`src/rtl/c_mult_ctrl.sv`:
```
// Complex-multiply sequencer: time-shares one multiplier and one add_sub unit over
// six states to form re = ar*br - ai*bi and im = ar*bi + ai*br.
module c_mult_ctrl #(
    parameter int N = 4
) (
    input  logic              clk,
    input  logic              rst,
    input  logic              start,
    input  logic [2**N-1:0]   ar,
    input  logic [2**N-1:0]   ai,
    input  logic [2**N-1:0]   br,
    input  logic [2**N-1:0]   bi,
    output logic              busy,
    output logic              done,
    output logic [2**N-1:0]   re,
    output logic [2**N-1:0]   im,
    output logic [2**N-1:0]   mul_a,
    output logic [2**N-1:0]   mul_b,
    input  logic [2**N-1:0]   mul_p,
    output logic              as_add,
    output logic [2**N-1:0]   as_a,
    output logic [2**N-1:0]   as_b,
    input  logic [2**N-1:0]   as_result
);
    localparam int W = 2**N;

    typedef enum logic [2:0] {
        IDLE = 3'd0,
        RR   = 3'd1,
        II   = 3'd2,
        SUB  = 3'd3,
        RI   = 3'd4,
        IR   = 3'd5,
        ADD  = 3'd6
    } state_t;

    state_t         state_q, state_d;
    logic [W-1:0]   ar_q, ar_d, ai_q, ai_d, br_q, br_d, bi_q, bi_d;
    logic [W-1:0]   p0_q, p0_d, p1_q, p1_d;
    logic [W-1:0]   re_q, re_d, im_q, im_d;
    logic           done_q, done_d;

    always_comb begin
        state_d = state_q;
        ar_d    = ar_q;
        ai_d    = ai_q;
        br_d    = br_q;
        bi_d    = bi_q;
        p0_d    = p0_q;
        p1_d    = p1_q;
        re_d    = re_q;
        im_d    = im_q;
        done_d  = 1'b0;
        case (state_q)
            IDLE: begin
                if (start) begin
                    state_d = RR;
                    ar_d    = ar;
                    ai_d    = ai;
                    br_d    = br;
                    bi_d    = bi;
                end
            end
            RR:  begin p0_d = mul_p;     state_d = II;  end
            II:  begin p1_d = mul_p;     state_d = SUB; end
            SUB: begin re_d = as_result; state_d = RI;  end
            RI:  begin p0_d = mul_p;     state_d = IR;  end
            IR:  begin p1_d = mul_p;     state_d = ADD; end
            ADD: begin
                im_d    = as_result;
                done_d  = 1'b1;
                state_d = IDLE;
            end
            default: state_d = IDLE;
        endcase
    end

    // Shared-unit operands are a pure decode of state, so idle units see zeros.
    always_comb begin
        mul_a  = '0;
        mul_b  = '0;
        as_add = 1'b0;
        as_a   = '0;
        as_b   = '0;
        case (state_q)
            RR:  begin mul_a = ar_q; mul_b = br_q; end
            II:  begin mul_a = ai_q; mul_b = bi_q; end
            RI:  begin mul_a = ar_q; mul_b = bi_q; end
            IR:  begin mul_a = ai_q; mul_b = br_q; end
            SUB: begin as_a = p0_q; as_b = p1_q; end
            ADD: begin as_add = 1'b1; as_a = p0_q; as_b = p1_q; end
            default: ;
        endcase
    end

    always_ff @(posedge clk) begin
        if (rst) begin
            state_q <= IDLE;
            ar_q    <= '0;
            ai_q    <= '0;
            br_q    <= '0;
            bi_q    <= '0;
            p0_q    <= '0;
            p1_q    <= '0;
            re_q    <= '0;
            im_q    <= '0;
            done_q  <= 1'b0;
        end else begin
            state_q <= state_d;
            ar_q    <= ar_d;
            ai_q    <= ai_d;
            br_q    <= br_d;
            bi_q    <= bi_d;
            p0_q    <= p0_d;
            p1_q    <= p1_d;
            re_q    <= re_d;
            im_q    <= im_d;
            done_q  <= done_d;
        end
    end

    assign busy = (state_q != IDLE);
    assign done = done_q;
    assign re   = re_q;
    assign im   = im_q;
endmodule
```
`config.mk`:
```
export PLATFORM = sky130hd
export DESIGN_NAME = c_mult_ctrl
export DESIGN_NICKNAME = d
export VERILOG_FILES = /design/src/rtl/c_mult_ctrl.sv
export SDC_FILE = /design/constraint.sdc
export NUM_CORES = 1
export LEC_CHECK = 0
export CAP_MARGIN = 20
export CORE_MARGIN = 3
export CORE_UTILIZATION = 43
export CTS_CLUSTER_DIAMETER = 60
export DETAILED_ROUTE_END_ITERATION = 8
export PLACE_DENSITY = 0.81
export SKIP_CTS_REPAIR_TIMING = 1
export SKIP_LAST_GASP = 1
export SLEW_MARGIN = 20
export SYNTH_ARGS = -nofsm -noshare
export SYNTH_HDL_FRONTEND = slang
export SYNTH_SLANG_ARGS = --single-unit
```
`constraint.sdc`:
```
create_clock -name clk -period 3.2 [get_ports clk]
set_input_delay 0.64 -clock clk [delete_from_list [all_inputs] [get_ports clk]]
set_output_delay 0.64 -clock clk [all_outputs]
set_load 0.05 [all_outputs]
```
==> results of run 1 <==
worst max-delay path, stage by stage, from the launching register on:
cell and delay, ns:
dfxtp_1 0.79, a22o_1 0.69, a22o_1 0.31, buf_12 0.15
state kept, by name, summed over array words and instances, names as in the netlist:
name	flops
br_q	16
im	16
p1_q	16
state_q	3
re	16
done	1
ar_q	16
bi_q	16
p0_q	16
ai_q	16
final cells by class:
type	count	area share, %
Clock buffer	24	5.71
Clock inverter	5	0.872
Inverter	1	0.0436
Multi-Input combinational cell	453	29.0
Sequential cell	132	30.7
Tap cell	168	2.44
Timing Repair Buffer	206	31.2
per-layer routing:
metal	vias to the layer above	share of wire (%)
met5	-	0
met2	183	51
met1	2363	40
met4	0	2.3
li1	2478	-
met3	26	7.2
through the flow:
step / hold slack (ns) / power, W / instance area (µm²) / setup WS (ns)
after floorplan: 0.436 / 0.00225 / 5460 / 0.975
after global placement: 0.441 / 0.00252 / 8040 / 0.725
after detailed placement: 0.446 / 0.00254 / 8040 / 0.633
after CTS: 0.453 / 0.00441 / 8610 / 0.177
after global routing: 0.469 / 0.00454 / 8610 / 0.0298
final: 0.453 / 0.00437 / 8610 / 0.204
worst min-delay path by stage:
stage | from | endpoint | cells after the start
finish | br_q[0] | br_q[0] | 2
global route | br_q[4] | br_q[4] | 2
CTS | br_q[4] | br_q[4] | 2
detailed placement | br_q[4] | br_q[4] | 2
global placement | br_q[14] | br_q[14] | 2
floorplan | ai_q[0] | ai_q[0] | 2
cells in the final DEF (no fill, tap or decap):
cell type and count:
or4b_2 1, a22o_1 33, clkdlybuf4s50_1 130, and3_1 32
clkinv_1 1, a2111oi_0 1, nor2b_4 2, clkinv_2 3
nor2_1 3, nand3b_1 1, clkbuf_16 17, nand2b_1 50
nor3_1 1, a22oi_4 1, buf_12 65, bufinv_16 2
nand2_1 192, a21oi_2 1, a21oi_1 98, nand3b_2 1
or3_1 1, mux2i_1 32, clkbuf_1 3, xor2_2 1
dfxtp_1 132, buf_4 11, clkbuf_8 4, nor4b_4 1
and3b_1 1
cell families (layout without fill, tap and decap cells):
logic type | Yosys count | after routing | share of synthesized area (%)
xor+xnor | 1 | 1 | 0.160
flops | 132 | 132 | 48.4
simple gates | 286 | 286 | 24.3
buf+inv | 55 | 236 | 6.32
compound gates | 134 | 134 | 15.0
mux | 32 | 32 | 5.86
power by group through the flow:
stage | registers (W) | clock network [W] | logic, W
global placement | 0.00183 | 0 | 0.000686
finish | 0.00180 | 0.00186 | 0.000700
global route | 0.00182 | 0.00198 | 0.000752
CTS | 0.00180 | 0.00190 | 0.000703
detailed placement | 0.00184 | 0 | 0.000700
floorplan | 0.00183 | 0 | 0.000424
==> impl_metrics.env, run 1 <==
export IMPL_status="finished, final reports clean"
export IMPL_endpoint="mul_a[3]"
export IMPL_globalRouteOverflowTotal=0
export IMPL_fp_dieArea_um2=14100
export IMPL_cts_tree="yes"
export IMPL_met3_usage_pct=7.18
export IMPL_ys_ff_latch=132
export IMPL_synth_area_leaders="dfxtp_1 (48%), nand2_1 (13%), a21oi_1 (9.0%), mux2i_1 (5.9%), nand2b_1 (5.7%)"
export IMPL_postRouteAntennaNets=0
export IMPL_grt_setup_unrepaired="false"
export IMPL_coreArea_um2=12200
export IMPL_grt_pass1_vias=5165
export IMPL_n_antenna_cell=0
export IMPL_rrSetupSlack_ns=1.08
export IMPL_synthCells=640
export IMPL_dp_hpwl_mm=10.6
export IMPL_routedWlPerCell_um=15.4
export IMPL_syn_area_um2=5460
export IMPL_peakVddDrop_v=0.000377
export IMPL_ios=198
export IMPL_slew_headroom_pct=35.9
export IMPL_period_minus_slack_ns=3.00
export IMPL_post_route_cells_drive_above_1_share_pct=13.4
export IMPL_vias_per_cell=5.11
export IMPL_intPower_w=0.00328
export IMPL_synth_flop_cell="dfxtp_1"
export IMPL_dr_first_iter_drc_count=368
export IMPL_syn_area_per_cell_um2=8.54
export IMPL_setup_worst_path_start="state_q[1]"
export IMPL_worstSetupStartpointType="register"
export IMPL_synth_largest_area_cell="dfxtp_1"
export IMPL_nNetsFinal=910
export IMPL_cts_buffer_depth=2
export IMPL_grt_max_degree=109
export IMPL_fp_row_count=40
export IMPL_pwr_density_cell_nw_per_um2=507
export IMPL_synth_edf_count=0
export IMPL_die_h_um=119
export IMPL_cts_max_level=4
export IMPL_worst_slew_pin_slew_ns=0.961
export IMPL_ys_warn_count=0
export IMPL_multiInputGateArea_um2=2500
export IMPL_final_util_pct=70.5
export IMPL_comb_power_share_pct=16.0
export IMPL_worstSetupEndpointType="output port"
export IMPL_start_util_pct=44.7
export IMPL_drcViolationCount=0
export IMPL_place_congestion=0.833
export IMPL_grtUsageMet1_pct=24.4
export IMPL_yosys_area_top_type_share_pct=48.4
export IMPL_place_inst=960
export IMPL_cap_viol_max_count=0
export IMPL_totalWireLength_mm=15.2
export IMPL_cp_max_fo=16
export IMPL_reg2regPathDepth=4
export IMPL_vias=5050
export IMPL_insertion_delay_ns=0.41
export IMPL_syn_nets=739
export IMPL_p_clk_share_pct=42.6
export IMPL_synthArstFlopShare_pct=0
export IMPL_setup_tns_ns=0
export IMPL_fmax_mhz=334
export IMPL_leakagePower_nw=3.40
export IMPL_path_class="register to output port"
export IMPL_synthTopCellsByCount="nand2_1 (192), dfxtp_1 (132), a21oi_1 (98)"
export IMPL_syn2layout_area_growth_pct=57.5
export IMPL_finalNonFillerCells=989
export IMPL_maxSlewViolCount=0
export IMPL_clock_sinks=132
export IMPL_period_share_pct=93.6
export IMPL_required_ns=2.56
export IMPL_p_switching_w=0.00109
export IMPL_cp_arrival_ns=2.36
export IMPL_top_usage_layer="met2"
export IMPL_drt_pass1_iter_count=4
export IMPL_die_w_um=119
export IMPL_skew_ns=0.0144
export IMPL_fillers=907
export IMPL_min_path_type="register to register"
export IMPL_finalSetupViolations=0
export IMPL_p_seq_share_pct=41.3
export IMPL_portBuffers=197
export IMPL_synth_cell_type_count=26
export IMPL_reg2reg_to="p1_q[9]"
export IMPL_synth_most_common_cell="nand2_1"
export IMPL_seq_area_um2=2640
export IMPL_clkTransAtPathRegs_ns=0.05
export IMPL_cts_root_buf="clkbuf_16"
export IMPL_ys_seq_area_share_pct=48.4
export IMPL_p_sw_share_pct=25.0
export IMPL_antenna_found_initial=0
export IMPL_grt_pass1_wl_mm=24.8
export IMPL_numCtsBuffers=17
export IMPL_hold_violations=0
export IMPL_grt_util_met2_pct=37.3
export IMPL_r2r_start="state_q[1]"
export IMPL_grt_usage_pct=21.5
(Power assumes the default switching activity.)
==> run 2: changes to the inputs <==
--- a/config.mk
+++ b/config.mk
@@ -12,7 +12,6 @@
 export DETAILED_ROUTE_END_ITERATION = 8
 export PLACE_DENSITY = 0.81
 export SKIP_CTS_REPAIR_TIMING = 1
-export SKIP_LAST_GASP = 1
 export SLEW_MARGIN = 20
 export SYNTH_ARGS = -nofsm -noshare
 export SYNTH_HDL_FRONTEND = slang
==> results of run 2 <==
The final DEF is identical to that of run 1; final timing and power are the same.
==> edit 1: new RTL, config.mk and constraints of run 2 <==
Take the reset off `p1_q` and load it in a clocked block of its own.
--- a/src/rtl/c_mult_ctrl.sv
+++ b/src/rtl/c_mult_ctrl.sv
@@ -101,7 +101,6 @@
             br_q    <= '0;
             bi_q    <= '0;
             p0_q    <= '0;
-            p1_q    <= '0;
             re_q    <= '0;
             im_q    <= '0;
             done_q  <= 1'b0;
@@ -112,11 +111,14 @@
             br_q    <= br_d;
             bi_q    <= bi_d;
             p0_q    <= p0_d;
-            p1_q    <= p1_d;
             re_q    <= re_d;
             im_q    <= im_d;
             done_q  <= done_d;
         end
+    end
+
+    always_ff @(posedge clk) begin
+        p1_q <= p1_d;
     end
 
     assign busy = (state_q != IDLE);
Check against the original RTL: same outputs for any inputs over 10 cycles, from zero or initial values and one cycle with rst high; that may be too few to reach the edited logic, so the function may still have changed.
==> edit 1 against run 2 <==
- total power grew 5.6%
- global-route usage increased by 1.2 points
- setup slack got worse by 0.0013 ns
- wire length increased by 2.2%
- clock power up 11%
- critical path depth up 1
- sequential cell count unchanged
- combinational power rose by 0.9%
- area after synthesis is 4.0% lower
- final area shrank 1.6%
- via count decreased by 1.4%
- critical path type unchanged
- critical endpoint is now mul_a[4]
- highest routed layer unchanged
==> edit 1: results (changes against run 2) <==
switching fraction of total power=0.251 (+0.00136); synth top area cells=dfxtp_1, nand2_1, a21oi_1, edfxtp_1, a22o_1; total wire length=15600 um (+2.2%); register-to-register setup slack=1.04 ns (-0.04 ns); maximum number of pins on one net before global-route repair=69 (-37%); post-detailed-route via-to-cell ratio=5.33 (+4.4%); outcome=finished clean; maximum resistive drop on vdd=0.000328 V (-13%); pre-CTS WS=0.440 ns (-0.193 ns); ratio of cells with drive above 1 in the final layout=0.145 (+0.0114); total number of nets in the final design=877 (-3.6%); maximum clock skew at final layout=0.00712 ns (-0.00730 ns); vias in the first global route=4856 (-6.0%); sequential cell area fraction in the yosys report=0.534 (+0.0506); Critical Path Fanout Max=17 (+1); detailed placer's ending HPWL=10700 um (+1.1%); global-route wire length before repair=24100 um (-2.6%); global placement routability congestion=0.810 (-2.8%); sequential cell area=2800 um2 (+6.1%); maximum level of the CTS H-tree=4 (unchanged); number of I/O port buffers=197 (unchanged); Mean Syn Cell Area=8.63 um2 (+1.1%); Filler Cell Count=832 (-8.3%); total global routing track utilization=0.227 (+0.0119); Placement Cell Area=7820 um2 (-2.8%); Post-Synthesis Net Count=707 (-4.3%); vias post-DR=4978 (-1.4%); period utilisation layout=0.937 (about the same); Pre-Repair DR Iteration Count=5 (+1); number of enable flip-flop cells after synthesis=16 (+16); placed cells=902 (-6.0%); Yosys warnings=0 (unchanged); commonest cells in the synthesized netlist=nand2_1, dfxtp_1, a21oi_1; worst hold slack=0.451 ns (-0.00213 ns); standby leakage power=3.20 nW (-5.9%); Iter 0 DRT Violations=364 (-1.1%); latest clock arrival within the worst-skew pair=0.41 ns (about the same); TritonCTS buffer count=17 (unchanged); relative slew slack=0.502 (+0.143); Netlist cell types=28 (+7.7%)
## edit 1: final timing paths
path	start	endpoint	cells after the start
worst max-delay path	state_q[2]	mul_a[4]	4
worst max register to register	state_q[0]	p1_q[15]	3
worst min-delay path	im[2]	im[2]	2
worst min register to register	im[2]	im[2]	2
## edit 1: cells by family after synthesis
kind of cell / synth area share
flops: 0.534
simple gates: 0.218
buf+inv: 0.0596
xor+xnor: 0.00620
compound gates: 0.182
## edit 1: worst max-delay path: stages, from the launching register on
cell and delay, ns:
dfxtp_1 0.69, xnor2_2 0.35, nor2_4 0.46, a22o_1 0.29
buf_12 0.15
## edit 1: routing by layer
layer	part of all wire	wire length (um)	track usage
met1	0.40	6220	0.265
met2	0.51	7890	0.392
met3	0.071	1100	0.0679
met4	0.023	363	0.0882
met5	0	0	0
## edit 1: power groups by stage
stage / combinational [mW] / clock (mW) / sequential [mW]
finish: 0.706 / 2.07 / 1.83
global route: 0.757 / 2.16 / 1.84
CTS: 0.704 / 2.09 / 1.83
detailed placement: 0.698 / 0 / 1.87
global placement: 0.679 / 0 / 1.86
floorplan: 0.403 / 0 / 1.86
## edit 1: layout make-up
type,count,share of cell area
sequential,132,0.331
timing repair buffer,205,0.318
multi-input combinational,421,0.253
clock buffer,20,0.0551
tap,143,0.0211
clock inverter,12,0.0210
inverter,1,0.000443
==> edit 2: new RTL, config.mk and constraints of run 2 <==
Made on the original files. The parameter `N` goes from 4 to 2.
--- a/src/rtl/c_mult_ctrl.sv
+++ b/src/rtl/c_mult_ctrl.sv
@@ -1,7 +1,7 @@
 // Complex-multiply sequencer: time-shares one multiplier and one add_sub unit over
 // six states to form re = ar*br - ai*bi and im = ar*bi + ai*br.
 module c_mult_ctrl #(
-    parameter int N = 4
+    parameter int N = 2
 ) (
     input  logic              clk,
     input  logic              rst,
Ports: changed (12 resized); port bits go from 198 to 54. The function was not compared with the original's and may differ.
==> edit 2 against run 2 <==
- sequential cell count shrank 96
- synthesized cell count is 73% lower
- final area is 74% lower
- wire length shrank 79%
- worst hold slack improved by 0.0089 ns
- register-to-register slack better by 0.37 ns
- total power fell by 77%
- via count shrank 74%
- setup slack worse by 0.0071 ns
- combinational power down 72%
- area after synthesis decreased by 72%
- fmax down 0.24%
==> edit 2: results (changes against run 2) <==
Crit-path slowest cell=clkdlybuf4s50_1; maximum number of pins on one net before global-route repair=29 (-73%); relative slew slack=0.423 (+0.0643); routed length per placed instance=12.1 um (-21%); Global Route met1 Usage=0.204 (-0.0404); clock root buffer=clkbuf_4; Worst Hold Launch=bi_q[2]; synth top area cells=dfxtp_1, mux2i_1, nand2_1, a21oi_1, nand2b_1; global-route wire length before repair=5520 um (-78%); internal cell power=728 uW (-78%); routing usage on met3=0.0646 (-0.00714); share of power burned in combinational logic=0.196 (+0.036); Reg-to-Reg End=ai_q[3]; commonest cells in the synthesized netlist=dfxtp_1, nand2_1, a21oi_1; placed cells=262 (-73%); maximum resistive drop on vdd=0.000308 V (-18%); Iter 0 DRT Violations=50 (-86%); kind of cell with the highest combined delay on the critical path=buffers and inverters; met2 Usage GRT=0.263 (-0.110); Placement Cell Area=2140 um2 (-73%); M1 WL=1540 um (-75%); detailed placer's ending HPWL=2240 um (-79%); synthesized flop and latch total=36 (-73%); Net Switching=269 uW (-75%); Routed met2 length=1470 um (-81%); stage delay of the slowest cell on the critical path=0.80 ns; Netlist cell types=25 (-3.8%); Critical Path Fanout Max=14 (-2); global placement routability congestion=0.729 (-12%); buffer levels on the longest clock path=2 (unchanged); crit path capture=as_add; latest clock arrival within the worst-skew pair=0.33 ns (-0.08 ns); total number of nets in the final design=250 (-73%); Pre-Repair DR Iteration Count=4 (unchanged); maximum clock skew at final layout=0.0122 ns (-0.00223 ns); Setup WS post-layout=0.197 ns (-0.00712 ns); number of I/O port buffers=53 (-73%); power of the sequential group=493 uW (-73%); worst hold slack=0.462 ns (+0.00895 ns); end point of the worst hold path=bi_q[2]; total global routing track utilization=0.163 (-0.0524); # diodes=0 (unchanged); outcome=finished clean; register-to-register setup slack=1.45 ns (+0.37 ns); TritonCTS buffer count=5 (-12); pre-CTS WS=0.506 ns (-0.127 ns); Post-Synthesis Net Count=199 (-73%); vias in the first global route=1282 (-75%); standby leakage power=0.941 nW (-72%); worst reg2reg startpoint=state_q[2]; clock transition at the register clock pins on the worst setup and hold paths after CTS=0.11 ns (+0.06 ns); non-filler cells, final=270 (-73%); sequential cell area fraction in the yosys report=0.465 (-0.0187); maximum level of the CTS H-tree=2 (-2); Mean Syn Cell Area=9.01 um2 (+5.6%); Detail Route met3 WL=233 um (-79%); post-detailed-route via-to-cell ratio=4.90 (-4.0%); ratio of cells with drive above 1 in the final layout=0.0804 (-0.0536)
edit 2: cell count changes after synthesis, sizes merged, moves of 16 or more:
| cell | before | now |
|---|---|---|
| a21oi | 99 | 18 |
| a22o | 33 | 8 |
| and3 | 32 | 8 |
| buf | 29 | 8 |
| clkbuf | 25 | 5 |
| dfxtp | 132 | 36 |
| mux2i | 32 | 16 |
| nand2 | 192 | 33 |
| nand2b | 50 | 14 |
edit 2: cells by family (layout without fill, tap and decap cells):
| kind of cell | after synthesis | count (layout) | synth area share |
|---|---|---|---|
| and+or+nand+nor | 75 | 75 | 0.245 |
| DFF | 36 | 36 | 0.465 |
| AOI/OAI and AO/OA | 29 | 29 | 0.126 |
| muxes | 16 | 16 | 0.103 |
| buffers and inverters | 14 | 66 | 0.0492 |
| xor gates and xnor gates | 2 | 2 | 0.0113 |
edit 2: final cells by class:
type	instances	area, um2
repair buffers	57	601
clock inverters	2	35.0
clock buffers	6	41.3
fillers	298	1200
flip-flops and latches	36	721
multi-input cells	122	761
well taps	46	57.6
inverters	1	3.75
